File: config.mk
export PLATFORM = sky130hd
export DESIGN_NAME = arbitro_complemento
export DESIGN_NICKNAME = d
export VERILOG_FILES = /design/src/rtl/arbitro_pkg.sv /design/src/rtl/complementoDos.sv /design/src/rtl/rr_prioridad.sv /design/src/rtl/arbitro_complemento.sv
export SDC_FILE = /design/constraint.sdc
export NUM_CORES = 1
export LEC_CHECK = 0
export ABC_AREA = 0
export CORE_MARGIN = 2
export CORE_UTILIZATION = 44
export DETAILED_ROUTE_END_ITERATION = 10
export PLACE_DENSITY = 0.78
export SYNTH_ARGS = -nofsm -noshare
export SYNTH_HDL_FRONTEND = slang
export SYNTH_SLANG_ARGS = --single-unit
File: constraint.sdc
create_clock -name clk -period 1.6 [get_ports clk]
set_input_delay 0.16 -clock clk [delete_from_list [all_inputs] [get_ports clk]]
set_output_delay 0.16 -clock clk [all_outputs]
set_load 0.005 [all_outputs]
File: src/rtl/arbitro_pkg.sv
// Shared types and helpers for the round-robin complementoDos arbiter.
package arbitro_pkg;

    typedef enum logic [1:0] {ESPERA, CALCULO, ENTREGA} estado_t;

    // One-hot of idx, limited to m bits; callers size-cast to their width.
    function automatic logic [31:0] onehot(input int unsigned idx, input int unsigned m);
        onehot = (idx < m) ? (32'd1 << idx) : 32'd0;
    endfunction

endpackage

File: src/rtl/complementoDos.sv
// Absolute value of a two's-complement operand; the most-negative value wraps to itself.
module complementoDos #(
    parameter int unsigned N = 4
) (
    input  logic [N-1:0] a,
    output logic [N-1:0] y
);

    always_comb begin
        y = a[N-1] ? (~a + 1'b1) : a;
    end

endmodule

File: src/rtl/rr_prioridad.sv
// Combinational round-robin pick: first set request searching upward from ptr+1 with wrap.
module rr_prioridad #(
    parameter  int unsigned M   = 4,
    localparam int unsigned IDW = $clog2(M)
) (
    input  logic [M-1:0]   req,
    input  logic [IDW-1:0] ptr,
    output logic [IDW-1:0] sel,
    output logic           hay_req
);

    logic           found;
    logic [IDW-1:0] idx;

    always_comb begin
        sel     = '0;
        found   = 1'b0;
        idx     = '0;
        hay_req = |req;
        // k = M lands back on ptr itself, so the last winner is checked last.
        for (int unsigned k = 1; k <= M; k++) begin
            idx = IDW'((32'(ptr) + k) % M);
            if (!found && req[idx]) begin
                sel   = idx;
                found = 1'b1;
            end
        end
    end

endmodule

File: src/rtl/arbitro_complemento.sv
// Round-robin arbiter sharing one complementoDos among M requesters, valid/ready result port.
module arbitro_complemento #(
    parameter  int unsigned N   = 4,
    parameter  int unsigned M   = 4,
    localparam int unsigned IDW = $clog2(M)
) (
    input  logic           clk,
    input  logic           rst_n,
    input  logic [M-1:0]   req,
    input  logic [M*N-1:0] a_in,
    output logic [M-1:0]   gnt,
    output logic [N-1:0]   y_out,
    output logic [IDW-1:0] y_id,
    output logic           y_valid,
    input  logic           y_ready,
    output logic           ocupado
);

    import arbitro_pkg::*;

    estado_t        estado_q;
    logic [IDW-1:0] ptr_q, reg_id_q, y_id_q, sel;
    logic [N-1:0]   reg_a_q, y_out_q, y_calc, a_sel;
    logic [M-1:0]   gnt_q;
    logic           y_valid_q, hay_req;

    rr_prioridad #(
        .M (M)
    ) u_rr (
        .req     (req),
        .ptr     (ptr_q),
        .sel     (sel),
        .hay_req (hay_req)
    );

    complementoDos #(
        .N (N)
    ) u_c2 (
        .a (reg_a_q),
        .y (y_calc)
    );

    always_comb begin
        a_sel = a_in[int'(sel)*N +: N];
    end

    always_ff @(posedge clk) begin
        if (!rst_n) begin
            estado_q  <= ESPERA;
            ptr_q     <= IDW'(M - 1);
            reg_a_q   <= '0;
            reg_id_q  <= '0;
            gnt_q     <= '0;
            y_out_q   <= '0;
            y_id_q    <= '0;
            y_valid_q <= 1'b0;
        end else begin
            case (estado_q)
                ESPERA: begin
                    gnt_q <= '0;
                    if (hay_req) begin
                        reg_a_q  <= a_sel;
                        reg_id_q <= sel;
                        gnt_q    <= M'(onehot(32'(sel), M));
                        ptr_q    <= sel;
                        estado_q <= CALCULO;
                    end
                end
                CALCULO: begin
                    gnt_q     <= '0;
                    y_out_q   <= y_calc;
                    y_id_q    <= reg_id_q;
                    y_valid_q <= 1'b1;
                    estado_q  <= ENTREGA;
                end
                ENTREGA: begin
                    if (y_ready) begin
                        y_valid_q <= 1'b0;
                        estado_q  <= ESPERA;
                    end
                end
                default: begin
                    gnt_q     <= '0;
                    y_valid_q <= 1'b0;
                    estado_q  <= ESPERA;
                end
            endcase
        end
    end

    assign gnt     = gnt_q;
    assign y_out   = y_out_q;
    assign y_id    = y_id_q;
    assign y_valid = y_valid_q;
    assign ocupado = (estado_q != ESPERA);

endmodule
==> results by group, run 1 <==
Run status
  – Status: finished clean

Synth
  – Post-synthesis simple-gate area fraction: 20.0%
  – Number of library cell types mapped by synthesis: 30
  – Post-synth EDFFs: 0
  – Synth Area in Compound Gates: 16.9%
  – Syn nets: 135
  – Area share of fa/ha/maj cells after synthesis: 1.21%
  – Register area share after synthesis: slightly above 40%
  – Main combinational cell family by area after synthesis: simple AND/OR/NAND/NOR gates
  – Mean Syn Cell Area: 9.33 µm²
  – Synthesized area: 1040 µm²
  – Syn Inst Count: ~110
  – Flops & latches, synth: 21
  – Asr flop ratio synth: 0%
  – Synth Area in XOR/XNOR: 0.845%
  – Synth warnings: 0
  – Mux contribution to synthesized area: 15.9%
  – Main synth FF type: dfxtp_1

Setup path
  – Worst path arrival time: 1.80 ns
  – Critical path type: register to register
  – Type of origin of the critical path: register
  – Worst EP required: ~1.8 ns
  – Critical path's top delay family: simple AND/OR/NAND/NOR gates
  – Worst Setup End Kind: register
  – Buffers and inverters on the worst path: 1
  – Max FO, Critical Path: 11
  – Critical-path cell list: or3b_4 > o221ai_4 > buf_12 > mux2i_1 > mux2_2 > o21ai_1
  – Critical path's largest stage delay: 0.42 ns
  – CP max stage cell: or3b_4

STA
  – Final Setup Violations: 0
  – Final Worst Setup Slack: 0.0294 ns
  – Max-slew headroom: 77.3%
  – Worst slew pin tran: 0.341 ns
  – Final Slew Violations: 0
  – Clk_skew: 0.00219 ns
  – Max Clk Rate: 637 MHz
  – Final Hold Fails: 0
  – RSZ-0062 raised after global routing: yes
  – Setup TNS: 0 ns
  – Crit share post-route: 98.2%
  – Minimum clock period: between 1.5 and 2 ns

Die
  – Die area: 2760 µm²
  – Die Height: 52.5 µm
  – Die Wd: 52.5 µm
  – CORE AREA: around 2200 µm²
  – # rows: 17
  – Ports: 35
  – Initial Utilization: 46.8%

CTS
  – H-Tree Depth: 1
  – Worst-path clk slew: 0.11 ns
  – Max Root-Sink Buffers: 2
  – Worst-skew pair later-pin latency: about 0.29 ns
  – Clk sinks: 21
  – Root buffer cell: clkbuf_4
  – Cts bufs inserted: 3
  – Hold_buf cts: 0
  – CTS tree: yes

Drt
  – Routed vias/inst: 5.14
  – DR pass1 iterations: 4
  – Iter 0 DRT Violations: 12
  – Routed WL: 2430 µm
  – Via Count: 941
  – DRT antenna net count: 0
  – DR DRC count: 0
  – WL/cell: 13.3 µm

Cells and area
  – P&R area growth vs syn: 45.7%
  – Cell area after layout: ~1500 µm²
  – Final Core Density: 68.2%
  – Commonest non-fill, non-tap cells in the layout: 33 x clkdlybuf4s50_1, 19 x dfxtp_1, 14 x nor2b_1, 12 x mux2i_1, 9 x buf_4
  – Fraction of layout cells with a size suffix above 1: approximately 15%
  – ANT cells: 0
  – Commonest non-fill, non-tap cell in the layout: clkdlybuf4s50_1
  – Nets: between 150 and 200

Pwr
  – Static Leak: 0.627 nW
  – Switching pwr: between 300 and 400 µW
  – Sw Share: 28.8%
  – Worst VDD drop: roughly 0.68 mV
  – Sequential share of power: between 40% and 50%
  – Cell-internal power: 946 µW
  – Logic pwr share: roughly 34%
  – Post-layout power: 1.33 mW
  – P per Cell Area: 880 nW/µm²
  – Clock group share of total power: a little under a fifth

Global routing
  – Vias in the first global route: 873
  – Largest net degree at the start of global routing: 12
  – First-pass GRT wire length: 3840 µm
  – GRT Residual Overflow: 0
  – Initial antenna violation count: 0
  – Total GRT Usage: 19.2%

Place
  – Placed Area: 1450 µm²
  – Detail Placement HPWL: 1830 µm
  – RePlAce Congestion: 0.742
  – Place WS: -0.528 ns
  – Port Buffers: 34

Flow run
  – Maxcap violations: 0

Worst hold path
  – Worst Hold Class: register to register
worst reg2reg max path, cell delays in order (launching register included):
cell and delay, ns:
dfxtp_2 0.37, or3b_4 0.42, o221ai_4 0.08, buf_12 0.17, mux2i_1 0.08, mux2_2 0.28
o21ai_1 0.12
cell usage after synthesis (3+ instances only):
cell,count,share of area [%]
nor2b_1,14,8.5
o21ai_0,7,3.4
inv_1,4,1.4
a21oi_1,4,1.9
nor2_1,8,2.9
o21ai_1,3,1.4
o211a_1,3,2.9
mux2i_1,12,12
mux2_2,4,4.3
dfxtp_1,21,41
nand3_1,4,1.9
nand2_1,7,2.5
clkbuf_1,3,1.1
power groups by stage:
stage / logic, mW / registers [mW] / clock network (mW)
4_1_cts: 0.447 / 0.631 / 0.257
6_report: 0.446 / 0.635 / 0.248
2_1_floorplan: 0.250 / 0.631 / 0
5_1_grt: 0.489 / 0.643 / 0.282
3_3_place_gp: 0.407 / 0.639 / 0
3_5_place_dp: 0.419 / 0.642 / 0
layer usage:
metal | vias to the layer above | GRT usage, % | routed length (µm)
met4 | 0 | 8.97 | 34
met3 | 4 | 2.00 | 111
li1 | 479 | - | -
met5 | - | 0 | 0
met2 | 25 | 30.6 | 1160
met1 | 433 | 25.7 | 1130
metrics by stage:
stage	hold slack [ns]	std cells
6_report	0.483	183
5_1_grt	0.502	183
2_1_floorplan	0.341	111
4_1_cts	0.489	183
3_3_place_gp	0.449	178
3_5_place_dp	0.472	178
worst paths after layout:
path,cells after the start,slack [ns],to,startpoint
worst max-delay path,6,0.03,reg_a_q[2],ptr_q[1]
worst min-delay path,2,0.48,gnt[2],gnt[2]
worst max register to register,6,0.03,reg_a_q[2],ptr_q[1]
worst min register to register,2,0.48,gnt[2],gnt[2]
repair_timing:
action	CTS	global route
endpoints found under the hold margin	0	0
gates cloned	0	0
pin swaps	1	1
buffers inserted	1	0
endpoints found under the setup margin	9	10
resized for setup	3	4
registers in the layout (all words and copies together), names as in the netlist:
register and cells:
y_id 2, estado_q 2, ptr_q 2, reg_id_q 2, y_out 4, reg_a_q 4
y_valid 1, gnt 4
final cells by class:
class / count / area [µm²]
clock buffers: 4 / 26.3
fillers: 192 / 703
inverters: 4 / 15.0
multi-input cells: 82 / 583
flip-flops and latches: 21 / 423
well taps: 28 / 35.0
repair buffers: 44 / 427
logic make-up (layout without fill, tap and decap cells):
group           after synthesis  count (layout)
compound gates               25              25
xor+xnor                      1               1
fa+ha+maj                     1               1
buf+inv                       8              52
flops                        21              21
mux                          16              16
simple gates                 39              39
Power figures use the tool's default switching activity.
==> run 2, diff against run 1 <==
--- a/config.mk
+++ b/config.mk
@@ -6,10 +6,11 @@
 export NUM_CORES = 1
 export LEC_CHECK = 0
 export ABC_AREA = 0
+export CAP_MARGIN = 15
 export CORE_MARGIN = 2
-export CORE_UTILIZATION = 44
+export CORE_UTILIZATION = 50
 export DETAILED_ROUTE_END_ITERATION = 10
-export PLACE_DENSITY = 0.78
+export DONT_BUFFER_PORTS = 1
 export SYNTH_ARGS = -nofsm -noshare
 export SYNTH_HDL_FRONTEND = slang
 export SYNTH_SLANG_ARGS = --single-unit
==> results by group, run 2 (same netlist as run 1, synthesis figures left out) <==
Die
  – # rows: 16 (-1)
  – Die area: 2450 µm² (-11%)
  – Die Wd: 49.5 µm (-5.7%)
  – CORE AREA: 1960 µm² (-11%)
  – Die Height: 49.5 µm (-5.7%)
  – Ports: 35 (unchanged)
  – Initial Utilization: 52.8% (+6.0 points)

Setup path
  – R2r setup slk: 0.06 ns (+0.03 ns)
  – Worst Setup End Kind: register
  – Worst path arrival time: 1.79 ns (about the same)
  – Max FO, Critical Path: 11 (unchanged)
  – R2r worst-path depth: 6 (unchanged)
  – Critical-path cell list: or3b_1 > o221ai_4 > buf_12 > mux2i_1 > mux2_2 > o21ai_2
  – Reg-to-Reg End: reg_a_q[0]
  – Critical path type: register to register
  – Type of origin of the critical path: register
  – Worst reg2reg path startpoint: ptr_q[1]
  – CP max stage cell: or3b_1
  – Critical path's largest stage delay: 0.43 ns (about the same)
  – Worst EP required: 1.84 ns (about the same)

Place
  – RePlAce Congestion: 0.732 (-1.3%)
  – Placed Area: 1060 µm² (-27%)
  – Place WS: -0.0435 ns (+0.485 ns)
  – Detail Placement HPWL: 1410 µm (-23%)
  – Port Buffers: 0 (-100%)
  – Inst Count DP: 137 (-23%)

Worst hold path
  – Min-delay src: y_ready
  – WHS Endpoint: y_valid
  – Hold Path Depth: 2 (unchanged)
  – Worst Hold Class: input pin to register

Cells and area
  – Final Core Density: 58.5% (-9.7 points)
  – Fillers: 199 (+3.6%)
  – P&R area growth vs syn: 10.7%
  – Commonest non-fill, non-tap cell in the layout: dfxtp_1
  – Fraction of layout cells with a size suffix above 1: 15.4% (+0.55 points)
  – ANT cells: 0 (unchanged)
  – Cell area after layout: 1150 µm² (-24%)
  – Commonest non-fill, non-tap cells in the layout: 20 x dfxtp_1, 13 x nor2b_1, 12 x mux2i_1, 8 x nor2_1
  – Nets: 142 (-21%)
  – Final non-filler cell total: 144 (-21%)

STA
  – Minimum clock period: 1.54 ns (-0.0257 ns)
  – Final Slew Violations: 0 (unchanged)
  – Clk_skew: 0.00126 ns (-0.000930 ns)
  – Final Worst Setup Slack: 0.0552 ns (+0.0257 ns)
  – Crit share post-route: 96.6% (-1.6 points)
  – Max-slew headroom: 62.0% (-15 points)
  – Final Setup Violations: 0 (unchanged)
  – Max Clk Rate: 647 MHz (+1.7%)
  – Final Hold Fails: 0 (unchanged)
  – WHS: 0.0433 ns (-0.440 ns)
  – Setup TNS: 0 ns (unchanged)
  – Worst slew pin tran: 0.569 ns (+0.228 ns)

CTS
  – Root buffer cell: clkbuf_4
  – Cts bufs inserted: 3 (unchanged)
  – Max Root-Sink Buffers: 2 (unchanged)
  – Worst-path clk slew: 0.12 ns (about the same)
  – CTS tree: yes
  – Worst-skew pair later-pin latency: 0.30 ns (about the same)
  – Clk sinks: 21 (unchanged)
  – H-Tree Depth: 1 (unchanged)

Drt
  – DR pass1 iterations: 4 (unchanged)
  – Routed vias/inst: 5.41 (+5.2%)
  – DRT antenna net count: 0 (unchanged)
  – WL/cell: 13.7 µm (+3.0%)
  – Via Count: 779 (-17%)
  – Iter 0 DRT Violations: 10 (-2)
  – DR DRC count: 0 (unchanged)
  – Routed WL: 1970 µm (-19%)

Flow run
  – Maxcap violations: 0 (unchanged)

Pwr
  – Post-layout power: 1.20 mW (-9.5%)
  – Worst VDD drop: 0.625 mV (-8.4%)
  – Static Leak: 0.479 nW (-24%)
  – P per Cell Area: 1050 nW/µm² (+19%)

Global routing
  – Largest net degree at the start of global routing: 20 (+8)
  – First-pass GRT wire length: 3290 µm (-14%)
  – Initial antenna violation count: 0 (unchanged)
  – Vias in the first global route: 761 (-13%)
  – Total GRT Usage: 17.2% (-2.0 points)
  – GRT Residual Overflow: 0 (unchanged)

Run status
  – Status: finished clean
[run 2: changes by cell type in the layout (fill, tap and decap cells not counted), moves of 2 or more]
| cell | previous run | this run |
|---|---|---|
| o21ai_1 | 5 | 3 |
| o21ai_0 | 5 | 7 |
| dlygate4sd3_1 | 0 | 2 |
| clkdlybuf4s50_1 | 33 | 0 |
| buf_4 | 9 | 3 |
[run 2: per-layer routing]
layer	vias up	part of all wire (%)	GRT usage, %
met5	-	0	0
met4	0	0.71	6.94
met3	2	7.9	5.15
met2	22	43	26.9
met1	353	48	22.1
li1	402	-	-
[run 2: final cells by class]
type	instances	area [µm²]	area share, %
Clock buffer	3	22.5	1.96
Clock inverter	1	5.00	0.436
Inverter	4	15.0	1.31
Multi-Input combinational cell	82	587	51.1
Sequential cell	21	422	36.8
Tap cell	27	33.8	2.94
Timing Repair Buffer	6	62.6	5.45
[run 2: critical path, delay by kind of cell (launching register included)]
kind | cells | cell delay, ns
compound gates | 2 | 0.19
buf+inv | 1 | 0.17
flops | 1 | 0.35
mux | 2 | 0.35
simple gates | 1 | 0.43
[run 2: report_power, final]
part	switching [mW]	internal (mW)	leakage, nW
clock	0.158	0.0931	0.0177
combinational	0.151	0.166	0.289
sequential	0.0505	0.583	0.172
total	0.360	0.842	0.479
[run 2: worst max-delay path by stage]
| stage | from | end | slack [ns] |
|---|---|---|---|
| after floorplan | ptr_q[1] | reg_a_q[0] | 0.16 |
| after global placement | ptr_q[0] | reg_a_q[0] | -0.007 |
| after detailed placement | ptr_q[0] | reg_a_q[0] | -0.04 |
| after CTS | ptr_q[0] | reg_a_q[0] | 0.06 |
| after global routing | ptr_q[1] | reg_a_q[3] | -0.002 |
| final | ptr_q[1] | reg_a_q[0] | 0.06 |
[run 2: repair_timing]
| action | CTS | global route |
|---|---|---|
| hold buffers | 1 | 1 |
| hold endpoints to repair | 19 | 1 |
| resized for setup | 1 | 3 |
| setup buffers | 0 | 1 |
| pin swaps | 0 | 1 |
| setup endpoints to repair | 5 | 5 |
| cloned | 0 | 0 |
